### src/rtl/cond_logic_unit.sv
// Condition-check stage: holds NZCV, evaluates the ARM condition field against the
// registered flags, gates decoder write requests, and counts executed/squashed instructions.
module cond_logic_unit #(
    parameter int unsigned CNT_W     = 16,
    parameter logic [3:0]  FLAGS_RST = 4'b0000
) (
    input  logic             clk,
    input  logic             reset,
    input  logic             InstrValid,
    input  logic [3:0]       Cond,
    input  logic [3:0]       ALUFlags,
    input  logic [1:0]       FlagW,
    input  logic             PCS,
    input  logic             RegWrite,
    input  logic             MemWrite,
    output logic             PCSrc,
    output logic             RegWriteG,
    output logic             MemWriteG,
    output logic             CondEx,
    output logic [3:0]       Flags,
    output logic [CNT_W-1:0] ExecCount,
    output logic [CNT_W-1:0] SquashCount
);

    localparam logic [CNT_W-1:0] CNT_MAX = {CNT_W{1'b1}};

    logic n_f, z_f, c_f, v_f;
    logic cond_pass;
    logic issue;

    assign {n_f, z_f, c_f, v_f} = Flags;

    // Condition decode on the registered flags only; 1111 is treated as never.
    always_comb begin
        cond_pass = 1'b0;
        case (Cond)
            4'b0000: cond_pass = z_f;
            4'b0001: cond_pass = ~z_f;
            4'b0010: cond_pass = c_f;
            4'b0011: cond_pass = ~c_f;
            4'b0100: cond_pass = n_f;
            4'b0101: cond_pass = ~n_f;
            4'b0110: cond_pass = v_f;
            4'b0111: cond_pass = ~v_f;
            4'b1000: cond_pass = c_f & ~z_f;
            4'b1001: cond_pass = ~c_f | z_f;
            4'b1010: cond_pass = ~(n_f ^ v_f);
            4'b1011: cond_pass = n_f ^ v_f;
            4'b1100: cond_pass = ~z_f & ~(n_f ^ v_f);
            4'b1101: cond_pass = z_f | (n_f ^ v_f);
            4'b1110: cond_pass = 1'b1;
            default: cond_pass = 1'b0;
        endcase
    end

    // Reset masks the enables so nothing is written while the block is held in reset.
    assign issue     = InstrValid & cond_pass & ~reset;
    assign CondEx    = cond_pass & ~reset;
    assign PCSrc     = PCS & issue;
    assign RegWriteG = RegWrite & issue;
    assign MemWriteG = MemWrite & issue;

    // NZ and CV halves update independently; gating on InstrValid first keeps X on FlagW out.
    always_ff @(posedge clk or posedge reset) begin
        if (reset) begin
            Flags <= FLAGS_RST;
        end else if (InstrValid && cond_pass) begin
            if (FlagW[1]) Flags[3:2] <= ALUFlags[3:2];
            if (FlagW[0]) Flags[1:0] <= ALUFlags[1:0];
        end
    end

    // Saturating exec/squash counters.
    always_ff @(posedge clk or posedge reset) begin
        if (reset) begin
            ExecCount   <= '0;
            SquashCount <= '0;
        end else if (InstrValid) begin
            if (cond_pass) begin
                if (ExecCount != CNT_MAX) ExecCount <= ExecCount + CNT_W'(1);
            end else begin
                if (SquashCount != CNT_MAX) SquashCount <= SquashCount + CNT_W'(1);
            end
        end
    end

endmodule
### config.mk
export PLATFORM = sky130hd
export DESIGN_NAME = cond_logic_unit
export DESIGN_NICKNAME = d
export VERILOG_FILES = /design/src/rtl/cond_logic_unit.sv
export SDC_FILE = /design/constraint.sdc
export NUM_CORES = 1
export LEC_CHECK = 0
export CORE_ASPECT_RATIO = 0.6
export CORE_MARGIN = 4
export CORE_UTILIZATION = 54
export CTS_BUF_LIST = sky130_fd_sc_hd__clkbuf_4
export DETAILED_ROUTE_END_ITERATION = 8
export GPL_ROUTABILITY_DRIVEN = 0
export PLACE_DENSITY = 0.95
export SLEW_MARGIN = 20
export SYNTH_ARGS = -nofsm -noshare
export SYNTH_HDL_FRONTEND = slang
export SYNTH_SLANG_ARGS = --single-unit
export TNS_END_PERCENT = 20
### constraint.sdc
create_clock -name clk -period 6.3 [get_ports clk]
set_input_delay 0.945 -clock clk [delete_from_list [all_inputs] [get_ports clk]]
set_output_delay 0.945 -clock clk [all_outputs]
set_load 0.005 [all_outputs]
==> summary.txt <==
Detailed routing
  • Post-Route WL: 4.79 mm
  • Detailed Routing Iterations Pass 1: 4
  • Detail Route Antenna Nets: 0
  • Via density: 5.62
  • Routed len/inst: 16.0 µm
  • Vias post-DR: 1680
  • DRC Markers: 0
  • DRT iter0 DRCs: 131

Place
  • Dpl cell area: 0.00262 mm²
  • Place WS: ~1.7 ns
  • # placed instances: just under 300
  • # port buffers: 55
  • HPWL after detailed placement: between 3 and 4 mm

STA
  • Min Tclk post-route: 4.60 ns
  • F_max: about 0.22 GHz
  • Final setup vio count: 0
  • Final critical-path share of the clock period: 72.9%
  • Final Hold Fails: 0
  • Worst slew margin: 50.8%
  • Clk_skew: 0.0128 ns
  • Final setup TNS: 0 ns
  • RSZ-0062 raised after global routing: false
  • Slew Viols, Final: 0
  • Worst-Margin Slew: 0.738 ns
  • Final WS setup: 1.70 ns

Floorplan
  • Die width: 87.6 µm
  • Die height: 55.8 µm
  • Starting density of the core: 56.2%
  • Die area: just under 0.005 mm²
  • # IOs: 56
  • Rows: 17
  • Core area: 0.00366 mm²

Worst hold path
  • Min-delay worst type: register to register
  • Min-delay src: ExecCount[15]
  • Worst hold path depth: 1
  • Hold Path Sink: ExecCount[15]

Cells and area
  • Layout cells sized above 1: 11.1%
  • Final Net Count: 269
  • Filler cells: approximately 270
  • Register area: 901 µm²
  • Multi-input logic area: 0.00108 mm²
  • Area Growth Syn to Fin: 29.9%
  • ANT cells: 0
  • Final std cells w/o fill: 299
  • Design area: between 0.002 and 0.003 mm²

Global route
  • Vias in the first global route: 1599
  • Initial antenna violation count: 0
  • Congestion Overflow GR: 0
  • First-pass GRT wire length: approximately 7.8 mm
  • Largest net degree at the start of global routing: 37
  • Total GRT Usage: 20.3%

Critical path
  • WP data arrival: between 3 and 4 ns
  • Startpoint types: input pin
  • Required @ worst endpoint: 5.35 ns
  • Worst reg2reg path startpoint: Flags[3]
  • Reg2reg end: SquashCount[12]
  • Maximum fanout along the worst path: 12
  • Critical path class: input pin to primary output
  • Reg2reg path depth: 6
  • Crit end category: primary output
  • Worst R2R Setup Slack: 3.84 ns

Synthesis
  • Syn Area/Cell: roughly 11 µm²
  • Top_reg_cell synth: dfrtp_1
  • Top-count cell post-synth: dfrtp_1
  • Yosys top cell by area: dfrtp_1
  • Post-synthesis sequential area ratio: 43.8%
  • Seq cells post-synth: 36
  • Commonest cells post-synth: dfrtp_1, nand3_1, xor2_1
  • Leading post-synthesis cells by cell area: dfrtp_1, xor2_1, xnor2_1
  • Netlist Area Pre-Place: 0.00205 mm²
  • Syn Inst Count: 194
  • Async SR Flop Fraction: 100%
  • Synth top area share: 43.8%
  • Warnings from Yosys: 0
  • EDFF count, synth: 0
  • Netlist cell types: 44
  • Post-Syn Nets: 212

Clocking
  • Clk slew on worst S/H paths: roughly 0.12 ns
  • # H-tree levels: 2
  • Root Buffer: clkbuf_4
  • Num CTS Buffers: 5
  • CTS Hold Buffers Added: 0
  • # Post-CTS Setup Buffers: 0
  • Clock buffer depth: 2
  • Clock sink count: 36
  • Worst skew pair latency: 0.35 ns
  • CTS tree: built
  • Post-CTS Resized: 0

Pwr
  • PD cells: 314 mW/mm²
  • Static Leak: between 1 and 1.5 nW
  • Max VDD drop: 0.239 mV

Run
  • Max cap viols: 0

Outcome
  • Status: finished, final reports clean
## kinds of logic (layout without fill, tap and decap cells)
kind of cell / count (synthesis) / in the layout / share of synthesized area (%)
xor gates and xnor gates: 32 / 32 / 13.6
muxes: 9 / 9 / 4.87
DFF: 36 / 36 / 43.8
buffers and inverters: 12 / 70 / 3.71
and+or+nand+nor: 90 / 90 / 27.2
AOI/OAI and AO/OA: 13 / 13 / 5.54
adders and majority gates: 2 / 2 / 1.22
## how the worst max path moves through the flow
stage	end	from	depth (start not counted)	slack [ns]
2_1_floorplan	MemWriteG	Cond[0]	7	3.00
3_3_place_gp	PCSrc	Cond[0]	8	1.93
3_5_place_dp	RegWriteG	Cond[0]	8	1.71
4_1_cts	RegWriteG	Cond[0]	8	1.70
5_1_grt	RegWriteG	Cond[3]	8	1.55
6_report	RegWriteG	Cond[2]	8	1.70
## layout make-up
type / instances / area share, %
inverter: 6 / 0.844
clock buffer: 5 / 1.41
sequential: 36 / 33.8
clock inverter: 3 / 0.516
multi-input combinational: 146 / 40.4
timing repair buffer: 56 / 20.9
tap: 47 / 2.20
## flip-flops by register name, indices dropped and copies added, names as in the netlist
signal	flops
SquashCount	16
ExecCount	16
Flags	4
## stage by stage
| step | total power, mW | util [%] | hold slack (ns) |
|---|---|---|---|
| detailed placement | 0.721 | 71.5 | 0.485 |
| finish | 0.838 | 72.9 | 0.494 |
| global route | 0.893 | 72.9 | 0.538 |
| floorplan | 0.549 | - | 0.484 |
| global placement | 0.707 | 71.5 | 0.482 |
| CTS | 0.845 | 72.9 | 0.501 |
## cells in the final DEF (no fill, tap or decap), types with 6 or more instances in the layout
cell,netlist,layout
xor2_1,17,17
nand3_1,17,17
nor2_1,12,12
clkdlybuf4s50_1,0,55
dfrtp_1,36,36
nand2_1,13,13
xnor2_1,15,15
inv_1,6,6
mux2_2,7,7
and3_1,12,12
nand4_1,9,9
## layer usage
metal | track usage (%) | vias up | wire, µm
li1 | - | 805 | -
met1 | 28.5 | 821 | 2170
met2 | 30.9 | 52 | 2310
met3 | 4.73 | 2 | 288
met4 | 6.56 | 0 | 20
met5 | 0 | - | 0
## where the power goes
part,internal (mW),switching [mW]
sequential,0.289,0.0825
clock,0.0409,0.0786
combinational,0.198,0.149
## worst max-delay path: stages
cell and delay (ns):
clkdlybuf4s50_1 0.70, and4bb_1 0.25, mux2i_1 0.09, a311oi_2 0.45, or3_4 0.26, nand2_1 0.10, nor3b_1 0.28, clkdlybuf4s50_1 0.57
Note: power is estimated with default switching activity, not from simulation.
==> edit, RTL diff (same settings) <==
Change the parameter `CNT_W` from 16 to 32.
--- a/src/rtl/cond_logic_unit.sv
+++ b/src/rtl/cond_logic_unit.sv
@@ -3,3 +3,3 @@
 module cond_logic_unit #(
-    parameter int unsigned CNT_W     = 16,
+    parameter int unsigned CNT_W     = 32,
     parameter logic [3:0]  FLAGS_RST = 4'b0000
Interface: changed (resized ExecCount and SquashCount); port bits go from 56 to 88. The function was not compared with the original's and may differ.
==> edit against the original RTL <==
Worst setup slack better by 100 ps. Power is 35% higher. Area after synthesis is 71% higher. Sequential cell count is 32 higher. Via count is 74% higher. Count of clock-buffer cells in the layout is 4 higher. Combinational power is 15% lower. Clock skew is 3.2 ps higher. Register-to-register slack worse by 260 ps. Wire length is 80% higher. Design area is 71% higher.
==> edit: results (changes against the original RTL) <==
.. list-table::
   :header-rows: 1

   * - Metric
     - Value
   * - Outcome
     - complete, no violations
   * - Static Leak
     - 0.001849 µW (+65%)
   * - Number of vias after detailed routing
     - 2922 (+74%)
   * - Global Route Usage Sum
     - 22.43% (+2.1 points)
   * - Post-DP HPWL
     - 6460 µm (+80%)
   * - Clock buffers created by TritonCTS
     - 9 (+4)
   * - Layout Nets
     - 441 (+64%)
   * - Transition time at the pin with the least slew margin
     - 946.6 ps (+208.9 ps)
   * - Xor/xnor share of the synthesized area
     - 16.45% (+2.8 points)
   * - Global-route wire length before repair
     - 14290 µm (+84%)
   * - Fraction of layout cells with a size suffix above 1
     - 8.411% (-2.7 points)
   * - Largest registers ranked by flip-flop count
     - ExecCount x32, SquashCount x32, Flags x4
   * - Post-synth top cells
     - 68 x dfrtp_1, 48 x xnor2_1, 30 x nand4_1
   * - Max Clock Skew
     - 15.96 ps (+3.163 ps)
   * - Port Buf Inserts
     - 87 (+58%)
   * - Largest stage delay on the critical path
     - 640 ps (-60 ps)
   * - Worst-case register-to-register setup slack
     - 3580 ps (-260 ps)
   * - Post-Synth Adder-Cell Area
     - 0.7120% (-0.51 points)
   * - Mean routed wirelength per cell
     - 16.84 µm (+5.2%)
   * - Skew-Pair Late Insertion Delay
     - 400 ps (+50 ps)
   * - Worst IR Drop VDD
     - 198.7 µV (-17%)
   * - Share of cell area taken by muxes after synthesis
     - 1.887% (-3.0 points)
   * - Cell types with the largest area share after synthesis
     - dfrtp_1 48%, xnor2_1 12%, nand4_1 5.3%, xor2_1 4.5%, nand3_1 3.4%
   * - Share of synthesized area occupied by flip-flops and latches
     - 48.42% (+4.6 points)
   * - CP max FO
     - 8 (-4)
## edit: path summary, 6_finish.rpt
kind | endpoint | depth (start not counted)
setup / recovery | RegWriteG | 8
hold / removal | ExecCount[19] | 1
setup reg to reg | SquashCount[6] | 7
hold reg to reg | ExecCount[19] | 1
max in group asynchronous | Flags[2] | 3
min in group asynchronous | SquashCount[10] | 3
## edit: logic make-up (layout without fill, tap and decap cells)
logic type	after synthesis	in the layout
mux	6	6
buf+inv	18	112
fa+ha+maj	2	2
xor+xnor	66	66
compound gates	13	13
flops	68	68
simple gates	161	161
## edit: where the power goes
group	leakage (µW)	internal, µW	switching, µW
Combinational	0.000880	170	123
Sequential	0.000900	488	74.3
Clock	0.0000693	119	153
Total	0.00185	777	351
## edit: stage by stage
stage	std cells	setup slack (ps)	util (%)
finish	512	1808	73.45
global placement	496	1999	71.26
global route	512	1653	73.45
detailed placement	496	1829	71.26
floorplan	334	2557	-
CTS	512	1822	73.43
## edit: cell type report
type | count | area share [%]
multi-input combinational | 248 | 37.62
sequential | 68 | 37.24
timing repair buffer | 88 | 19.22
tap | 84 | 2.300
clock buffer | 9 | 1.479
clock inverter | 7 | 1.479
inverter | 8 | 0.6572
## edit: critical path: cells and delay by family
family                 cells  cell delay (ps)
buffers and inverters      2             1090
AOI/OAI and AO/OA          2              500
muxes                      1              230
and+or+nand+nor            3              780
## edit: metal layers
layer	vias up	GRT usage (%)	wire length, µm
met2	115	34.52	4047
li1	1364	-	-
met1	1433	30.91	3834
met4	0	5.467	74
met3	10	7.273	665
met5	-	0	0
